--- config.mk ---
export PLATFORM = sky130hd
export DESIGN_NAME = spi_sck_gen
export DESIGN_NICKNAME = d
export VERILOG_FILES = /design/src/rtl/spi_pkg.sv /design/src/rtl/spi_half_period_div.sv /design/src/rtl/spi_sck_gen.sv
export SDC_FILE = /design/constraint.sdc
export NUM_CORES = 1
export LEC_CHECK = 0
export ABC_AREA = 1
export CAP_MARGIN = 15
export CORE_MARGIN = 5
export CORE_UTILIZATION = 35
export CTS_BUF_LIST = sky130_fd_sc_hd__clkbuf_16
export CTS_CLUSTER_SIZE = 40
export DETAILED_ROUTE_END_ITERATION = 10
export HOLD_SLACK_MARGIN = 0.03
export MAX_ROUTING_LAYER = met4
export SLEW_MARGIN = 20
export SYNTH_ARGS = -nofsm -noshare
export SYNTH_HDL_FRONTEND = slang
export SYNTH_HIERARCHICAL = 1
export SYNTH_SLANG_ARGS = --single-unit
--- constraint.sdc ---
create_clock -name clk -period 2.06 [get_ports clk]
set_input_delay 0.206 -clock clk [delete_from_list [all_inputs] [get_ports clk]]
set_output_delay 0.206 -clock clk [all_outputs]
set_load 0.005 [all_outputs]
--- src/rtl/spi_pkg.sv ---
// Shared types and sizing helpers for the SPI serial-clock generator.
package spi_pkg;

    typedef enum logic [0:0] {
        ST_IDLE = 1'b0,
        ST_RUN  = 1'b1
    } spi_state_e;

    // Edge counter must hold 0..2*data_w inclusive.
    function automatic int edge_cnt_w(input int data_w);
        return $clog2(2 * data_w + 1);
    endfunction

endpackage

--- src/rtl/spi_half_period_div.sv ---
// Two-stage half-period divider: linear prescaler 0..sppr feeding a binary stage 0..2^spr-1.
module spi_half_period_div #(
    parameter int PRE_W = 3,
    parameter int SPR_W = 3
) (
    input  logic             clk,
    input  logic             rst,
    input  logic             en,
    input  logic             clr,
    input  logic [PRE_W-1:0] sppr,
    input  logic [SPR_W-1:0] spr,
    output logic             tick
);

    // Binary stage is wide enough for the largest power-of-two select.
    localparam int BIN_W = (1 << SPR_W) - 1;

    logic [PRE_W-1:0] lin_r;
    logic [BIN_W-1:0] bin_r;
    logic [BIN_W-1:0] bin_mask_s;
    logic             lin_tc_s;
    logic             bin_tc_s;

    // Terminal-count decode; tick is the half-period boundary.
    always_comb begin
        bin_mask_s = ~({BIN_W{1'b1}} << spr);
        lin_tc_s   = (lin_r == sppr);
        bin_tc_s   = (bin_r == bin_mask_s);
        tick       = lin_tc_s && bin_tc_s;
    end

    // Cascaded counters; clr dominates the enable.
    always_ff @(posedge clk or negedge rst) begin
        if (!rst) begin
            lin_r <= '0;
            bin_r <= '0;
        end else if (clr) begin
            lin_r <= '0;
            bin_r <= '0;
        end else if (en) begin
            if (lin_tc_s) begin
                lin_r <= '0;
                if (bin_tc_s) begin
                    bin_r <= '0;
                end else begin
                    bin_r <= bin_r + BIN_W'(1);
                end
            end else begin
                lin_r <= lin_r + PRE_W'(1);
            end
        end
    end

endmodule

--- src/rtl/spi_sck_gen.sv ---
// SPI master serial-clock generator: produces SCK plus sample/shift strobes for one frame.
module spi_sck_gen
    import spi_pkg::*;
#(
    parameter int PRE_W  = 3,
    parameter int SPR_W  = 3,
    parameter int DATA_W = 8
) (
    input  logic             clk,
    input  logic             rst,
    input  logic             clr,
    input  logic             en,
    input  logic             start,
    input  logic             cpol,
    input  logic             cpha,
    input  logic [PRE_W-1:0] sppr,
    input  logic [SPR_W-1:0] spr,
    output logic             sck,
    output logic             sample_stb,
    output logic             shift_stb,
    output logic             busy,
    output logic             done
);

    localparam int                EDGE_W    = edge_cnt_w(DATA_W);
    localparam logic [EDGE_W-1:0] LAST_EDGE = EDGE_W'(2 * DATA_W);

    spi_state_e        state_r, state_s;
    logic [EDGE_W-1:0] edge_cnt_r, edge_cnt_s;
    logic              sck_r, sck_s;
    logic              sample_r, sample_s;
    logic              shift_r, shift_s;
    logic              busy_r, busy_s;
    logic              done_r, done_s;
    logic              cpol_r, cpol_s;
    logic              cpha_r, cpha_s;
    logic [PRE_W-1:0]  sppr_r, sppr_s;
    logic [SPR_W-1:0]  spr_r, spr_s;
    logic              tick_s;
    logic              leading_s;
    logic              final_edge_s;
    logic              div_en_s;
    logic              div_clr_s;

    // Divider only counts while a frame is running; it rests at zero otherwise.
    always_comb begin
        div_en_s  = en && (state_r == ST_RUN);
        div_clr_s = clr || (state_r != ST_RUN);
    end

    spi_half_period_div #(
        .PRE_W (PRE_W),
        .SPR_W (SPR_W)
    ) u_div (
        .clk  (clk),
        .rst  (rst),
        .en   (div_en_s),
        .clr  (div_clr_s),
        .sppr (sppr_r),
        .spr  (spr_r),
        .tick (tick_s)
    );

    // Next-state, SCK and strobe decode; the upcoming edge is edge_cnt_r+1.
    always_comb begin
        state_s      = state_r;
        edge_cnt_s   = edge_cnt_r;
        sck_s        = sck_r;
        sample_s     = 1'b0;
        shift_s      = 1'b0;
        busy_s       = busy_r;
        done_s       = 1'b0;
        cpol_s       = cpol_r;
        cpha_s       = cpha_r;
        sppr_s       = sppr_r;
        spr_s        = spr_r;
        leading_s    = ~edge_cnt_r[0];
        final_edge_s = (edge_cnt_r == (LAST_EDGE - EDGE_W'(1)));
        case (state_r)
            ST_IDLE: begin
                sck_s      = cpol;
                busy_s     = 1'b0;
                edge_cnt_s = '0;
                if (start) begin
                    state_s = ST_RUN;
                    busy_s  = 1'b1;
                    cpol_s  = cpol;
                    cpha_s  = cpha;
                    sppr_s  = sppr;
                    spr_s   = spr;
                end else begin
                    state_s = ST_IDLE;
                end
            end
            ST_RUN: begin
                if (edge_cnt_r == LAST_EDGE) begin
                    state_s    = ST_IDLE;
                    edge_cnt_s = '0;
                    busy_s     = 1'b0;
                    done_s     = 1'b1;
                    sck_s      = cpol_r;
                end else if (tick_s) begin
                    edge_cnt_s = edge_cnt_r + EDGE_W'(1);
                    sck_s      = ~sck_r;
                    if (cpha_r) begin
                        shift_s  = leading_s;
                        sample_s = ~leading_s;
                    end else begin
                        sample_s = leading_s;
                        shift_s  = ~leading_s && !final_edge_s;
                    end
                end else begin
                    state_s = ST_RUN;
                end
            end
            default: begin
                state_s    = ST_IDLE;
                edge_cnt_s = '0;
                busy_s     = 1'b0;
                sck_s      = cpol;
            end
        endcase
    end

    // State and output registers; en low freezes everything, clr returns to idle without done.
    always_ff @(posedge clk or negedge rst) begin
        if (!rst) begin
            state_r    <= ST_IDLE;
            edge_cnt_r <= '0;
            sck_r      <= 1'b0;
            sample_r   <= 1'b0;
            shift_r    <= 1'b0;
            busy_r     <= 1'b0;
            done_r     <= 1'b0;
            cpol_r     <= 1'b0;
            cpha_r     <= 1'b0;
            sppr_r     <= '0;
            spr_r      <= '0;
        end else if (clr) begin
            state_r    <= ST_IDLE;
            edge_cnt_r <= '0;
            sck_r      <= cpol;
            sample_r   <= 1'b0;
            shift_r    <= 1'b0;
            busy_r     <= 1'b0;
            done_r     <= 1'b0;
        end else if (en) begin
            state_r    <= state_s;
            edge_cnt_r <= edge_cnt_s;
            sck_r      <= sck_s;
            sample_r   <= sample_s;
            shift_r    <= shift_s;
            busy_r     <= busy_s;
            done_r     <= done_s;
            cpol_r     <= cpol_s;
            cpha_r     <= cpha_s;
            sppr_r     <= sppr_s;
            spr_r      <= spr_s;
        end
    end

    assign sck        = sck_r;
    assign sample_stb = sample_r;
    assign shift_stb  = shift_r;
    assign busy       = busy_r;
    assign done       = done_r;

endmodule

# Word-level counts from Yosys, hierarchy flattened

Cells that the tools add are included.
Widths: inputs -> output; s select.

Bits of input ports: 13
Register bits: 29

Shifts and indexed selects: 1
$add $sub $neg: 3
Muxes and demuxes: 42
Equal/unequal tests: 6
Bitwise gates (word level): 5
Reductions and logical operators: 12

Operators with widths:

| operator            | count |
|---|---|
| $mux 7              | 4 |
| $mux 1              | 27 |
| $mux 5              | 4 |
| $pmux 5 s2          | 1 |
| $mux 3              | 3 |
| $add 7x1->7 const B | 1 |
| $eq 7x7->1          | 1 |
| $not 7->7           | 1 |
| $shl 7x3->7 const A | 1 |
| $pmux 1 s2          | 3 |
| $reduce_and 2->1    | 3 |
| $reduce_bool 2->1   | 3 |
| $add 5x1->5 const B | 1 |
| $eq 5x4->1 const B  | 1 |
| $eq 5x5->1 const B  | 1 |
| $ne 4x2->1 const B  | 1 |
| $not 1->1           | 4 |
| $reduce_and 4->1    | 1 |
| $add 3x1->3 const B | 1 |
| $eq 3x3->1          | 1 |
| $logic_and 1x1->1   | 3 |
| $ne 3x2->1 const B  | 1 |
| $logic_not 1->1     | 1 |
| $logic_or 1x1->1    | 1 |

# Longest topological paths before layout

Gate-level depths: netlist of run 1.

Depth after elaboration: 9
Depth in mapped cells: 14
Depth with buffers taken out: 13

# Modules after synthesis

The synthesis of run 1 kept the hierarchy.

By module, submodules not included:

| module              | area an instance (µm²) | sequential area each (µm²) | instances | cells an instance |
|---|---|---|---|---|
| spi_sck_gen         | 1006.0                 | 475.5                      | 1         | 113 |
| spi_half_period_div | 880.8                  | 250.2                      | 1         | 130 |

# Worst setup path after synthesis of run 1

OpenSTA, ideal clock, no wires.

Path type: register to register
Start: register spr_r[1]
End: register edge_cnt_r[2]
Cell stages (with the launch flop): 12
Path buffers: 1
Period minus slack after synthesis: 1.631 ns
Arrival: 1.514 ns
Setup slack: 0.429 ns
Cells stage by stage: dfrtp_1 -> buf_6 -> o21bai_1 -> nand3_2 -> nor2_4 -> nand3_4 -> nor2_1 -> inv_1 -> nor2_8 -> nand2_1 -> o21ai_1 -> nor2_1

Word-level cells in the longest chain between the ends: 6

Ends and longest elaborated chain:

| element                    | line                      | RTL |
|---|---|---|
| start: declaration         | spi_sck_gen.sv:38         | `logic [SPR_W-1:0] spr_r, spr_s;` |
| start signal: assignment   | spi_sck_gen.sv:158        | `spr_r <= spr_s;` |
| $shl 7x3->7                | spi_half_period_div.sv:26 | `bin_mask_s = ~({BIN_W{1'b1}} << spr);` |
| $not 7->7                  | spi_half_period_div.sv:26 |  |
| $eq 7x7->1                 | spi_half_period_div.sv:28 | `bin_tc_s = (bin_r == bin_mask_s);` |
| $logic_and 1x1->1          | spi_half_period_div.sv:29 | `tick = lin_tc_s && bin_tc_s;` |
| net tick_s                 | spi_sck_gen.sv:39         | `logic tick_s;` |
| $ne 4x2->1 (no line)       | -                         |  |
| $reduce_and 2->1 (no line) | -                         |  |
| end signal: assignment     | spi_sck_gen.sv:149        | `edge_cnt_r <= edge_cnt_s;` |
| end: declaration           | spi_sck_gen.sv:29         | `logic [EDGE_W-1:0] edge_cnt_r, edge_cnt_s;` |

The timed path passes the listed nets, and every way through them passes these cells.
A chain may end at the register's enable or synchronous reset.

# Final worst setup path of run 1

Start: register spr_r[2]
End: register sample_r (netlist: sample_stb)

Word-level cells in the longest chain between the ends: 9

Ends and longest elaborated chain:

| element                | line                      | RTL |
|---|---|---|
| $shl 7x3->7            | spi_half_period_div.sv:26 |  |
| $not 7->7              | spi_half_period_div.sv:26 |  |
| $eq 7x7->1             | spi_half_period_div.sv:28 |  |
| $logic_and 1x1->1      | spi_half_period_div.sv:29 |  |
| net tick_s             | spi_sck_gen.sv:39         |  |
| $mux 1                 | spi_sck_gen.sv:102        | `end else if (tick_s) begin` |
| $mux 1                 | spi_sck_gen.sv:96         | `if (edge_cnt_r == LAST_EDGE) begin` |
| $mux 1                 | spi_sck_gen.sv:79         | `case (state_r)` |
| $mux 1                 | spi_sck_gen.sv:147        | `end else if (en) begin` |
| $mux 1                 | spi_sck_gen.sv:139        | `end else if (clr) begin` |
| end signal: assignment | spi_sck_gen.sv:151        | `sample_r <= sample_s;` |
| end: declaration       | spi_sck_gen.sv:31         | `logic sample_r, sample_s;` |

The timed path passes the listed nets, and every way through them passes these cells. The select of a mux whose other input is x is not followed.

==> impl_metrics.py, run 1 <==
metrics = {
    "run_status": {
        "outcome": "finished, final reports clean",
    },
    "final_layout": {
        "num-fill-cells": 528,
        "final_core_util_pct": 43.7,
        "drive_above_1_share_pct": 16.2,
        "n_antenna_cell": 0,
        "mostFrequentLayoutCell": "nand2_1",
        "area_growth_pct": 19.7,
        "final_cell_mix": "nand2_1 (76), inv_1 (39), dfrtp_1 (27), clkdlybuf4s50_1 (17), nand3_1 (14)",
        "layout.nets": 283,
        "final_cell_count_no_fill": 336,
    },
    "placement": {
        "numPortBuffers": 17,
        "place_congestion": 0.829,
        "dpl_worst_slack_ps": 167,
        "dp_hpwl_mm": 2.81,
        "placedCellCount": 328,
    },
    "clocking": {
        "cts_sinks": 29,
        "cts_max_level": 2,
        "clockBufferDepth": 2,
        "postCtsHoldBufs": 0,
        "cts-root-buf": "clkbuf_16",
        "cts_tree": "done",
        "clkTransAtPathRegs_ps": 50,
        "cts_buffers": 5,
        "cts_setup_buffers": 0,
        "post_cts_resized": 0,
        "clk_latency_ps": 270,
    },
    "pwr": {
        "total_power_mw": 1.62,
        "power_density_nw_per_um2": 717,
        "p_leak_nw": 1.12,
        "ir_drop_mv": 0.429,
    },
    "synthesis": {
        "netlist_instances": 243,
        "synth_seq_cells": 29,
        "synth.distinct_cells": 30,
        "synth_fp_nets": 261,
        "synthTopCellsByArea": "dfrtp_1 (38%), nand2_1 (15%), inv_1 (7.8%), nand3_1 (3.7%), o21ai_2 (3.7%)",
        "ys_warn_count": 6,
        "yosys.area.top_type": "dfrtp_1",
        "yosys.area.top_type_share_pct": 38.5,
        "synth_area_um2": 1890,
        "yosysSeqAreaShare_pct": 38.5,
        "syn_avg_cell_area_um2": 7.76,
    },
    "sta": {
        "timing.final.hold_violations": 0,
        "setup_violations": 0,
        "relSlewSlack_pct": 75.8,
        "slew_viol_final": 0,
        "setup_tns_ps": 0,
        "period_minus_slack_ps": 1780,
        "period_share_pct": 86.5,
        "worst_slack_ps": 278,
        "fmax_mhz": 561,
        "worst_pin_slew_ps": 363,
        "rsz0062_at_grt": "no",
        "finClkSkew_ps": 5.05,
    },
    "floorplanning": {
        "rows": 26,
        "die_h_um": 83.4,
        "die_area_um2": 6960,
        "fp.dieW_um": 83.4,
        "pin_count": 18,
        "core_um2": 5170,
        "initial_core_util_pct": 36.5,
    },
    "global_routing": {
        "grt_antenna_before_repair": 0,
        "grt_pass1_vias": 1458,
        "grt.overflow.total": 0,
        "grtUsageTotal_pct": 11.9,
        "grt_pass1_wl_mm": 6.61,
        "grt_max_degree": 30,
    },
    "setup_path": {
        "crit_type": "flip-flop to flip-flop",
        "cp_max_fo": 11,
        "end_kind": "flip-flop",
        "crit_arrival_ps": 1970,
        "start_kind": "flip-flop",
        "required_ps": 2250,
    },
    "min_path": {
        "hold_class": "primary input to async pin",
    },
    "route": {
        "routed_wl_mm": 3.68,
        "ant_nets": 0,
        "vias_per_cell": 4.47,
        "drt-initial-drc-count": 65,
        "num_vias": 1503,
        "avgRoutedWirePerCell_um": 10.9,
        "firstDrtPassIters": 5,
        "route.detailed.drc": 0,
    },
    "job": {
        "maxCapViolations": 0,
    },
}
## cell type report
type,count,area (µm²),share of cell area (%)
clock inverter,3,12.5,0.554
multi-input combinational,166,945,41.8
tap,70,87.6,3.88
sequential,29,728,32.2
clock buffer,5,125,5.54
inverter,45,183,8.09
timing repair buffer,18,178,7.87
## per-stage QoR
step / cell area, µm² / hold slack, ps
5_1_grt: 2260 / 357
3_3_place_gp: 2120 / 461
4_1_cts: 2260 / 326
2_1_floorplan: 1890 / -89.6
6_report: 2260 / 314
3_5_place_dp: 2120 / 466
## where the power goes
group,switching [mW],internal [mW]
sequential,0.0550,0.611
combinational,0.165,0.120
clock,0.234,0.435
total,0.454,1.17
## final timing paths
check / start / endpoint / slack, ps / cells past startpoint
worst max-delay path: spr_r[2] / sample_stb / 280 / 11
worst min-delay path: rst / busy / 310 / 2
worst max register to register: spr_r[2] / sample_stb / 280 / 11
worst min register to register: busy / busy / 480 / 2
max in group asynchronous: rst / spr_r[1] / 1450 / 2
min in group clk: busy / busy / 480 / 2
## registers in the layout (all words and copies together) (netlist names)
signal       count
u_div/bin_r      7
edge_cnt_r       5
sppr_r           3
spr_r            3
u_div/lin_r      3
busy             1
cpha_r           1
cpol_r           1
done             1
sample_stb       1
sck              1
shift_stb        1
state_r          1
## kinds of logic after synthesis
logic type                 after synthesis  share of synthesized area (%)
DFF                                     29                           38.5
xor gates and xnor gates                 6                           2.79
buffers and inverters                   48                           11.5
adders and majority gates                5                           3.32
and+or+nand+nor                        130                           34.3
AOI/OAI and AO/OA                       25                           9.68
## critical path, stage by stage, from the launching register on
cell and delay [ps]:
dfrtp_2 490, nand2_2 120, nand2_1 50, nand2_1 50
nand2_1 60, nor2_2 140, nand3_4 130, nor2_1 120
inv_1 110, nor2_8 160, nand3_2 120, o21ai_1 160
## layer usage
layer | GRT usage [%] | vias to the layer above | part of all wire, %
met5 | - | - | 0
li1 | - | 801 | -
met3 | 2.18 | 4 | 2.9
met4 | 4.82 | 0 | 1.3
met2 | 18.5 | 25 | 46
met1 | 15.3 | 673 | 50
## cell usage after synthesis
cell type,count
a21boi_1,1
a21oi_1,1
a21oi_2,1
buf_6,3
bufinv_8,1
dfrtp_1,29
ha_1,5
inv_1,39
inv_2,5
nand2_1,76
nand2_2,4
nand2_4,1
nand3_1,14
nand3_2,3
nand3_4,2
nand4_1,9
nor2_1,12
nor2_2,3
nor2_4,4
nor2_8,1
nor3_1,1
o211ai_1,1
o21ai_0,2
o21ai_1,8
o21ai_2,8
o21bai_1,1
o21bai_4,1
o31ai_1,1
xnor2_1,2
xor2_1,4
No activity file was read; power rests on OpenSTA's default activity.
==> inputs of run 2 (changes only) <==
- CTS_CLUSTER_DIAMETER: unset -> 50
==> results of run 2 <==
Final layout, timing and power as in run 1 (identical DEF).
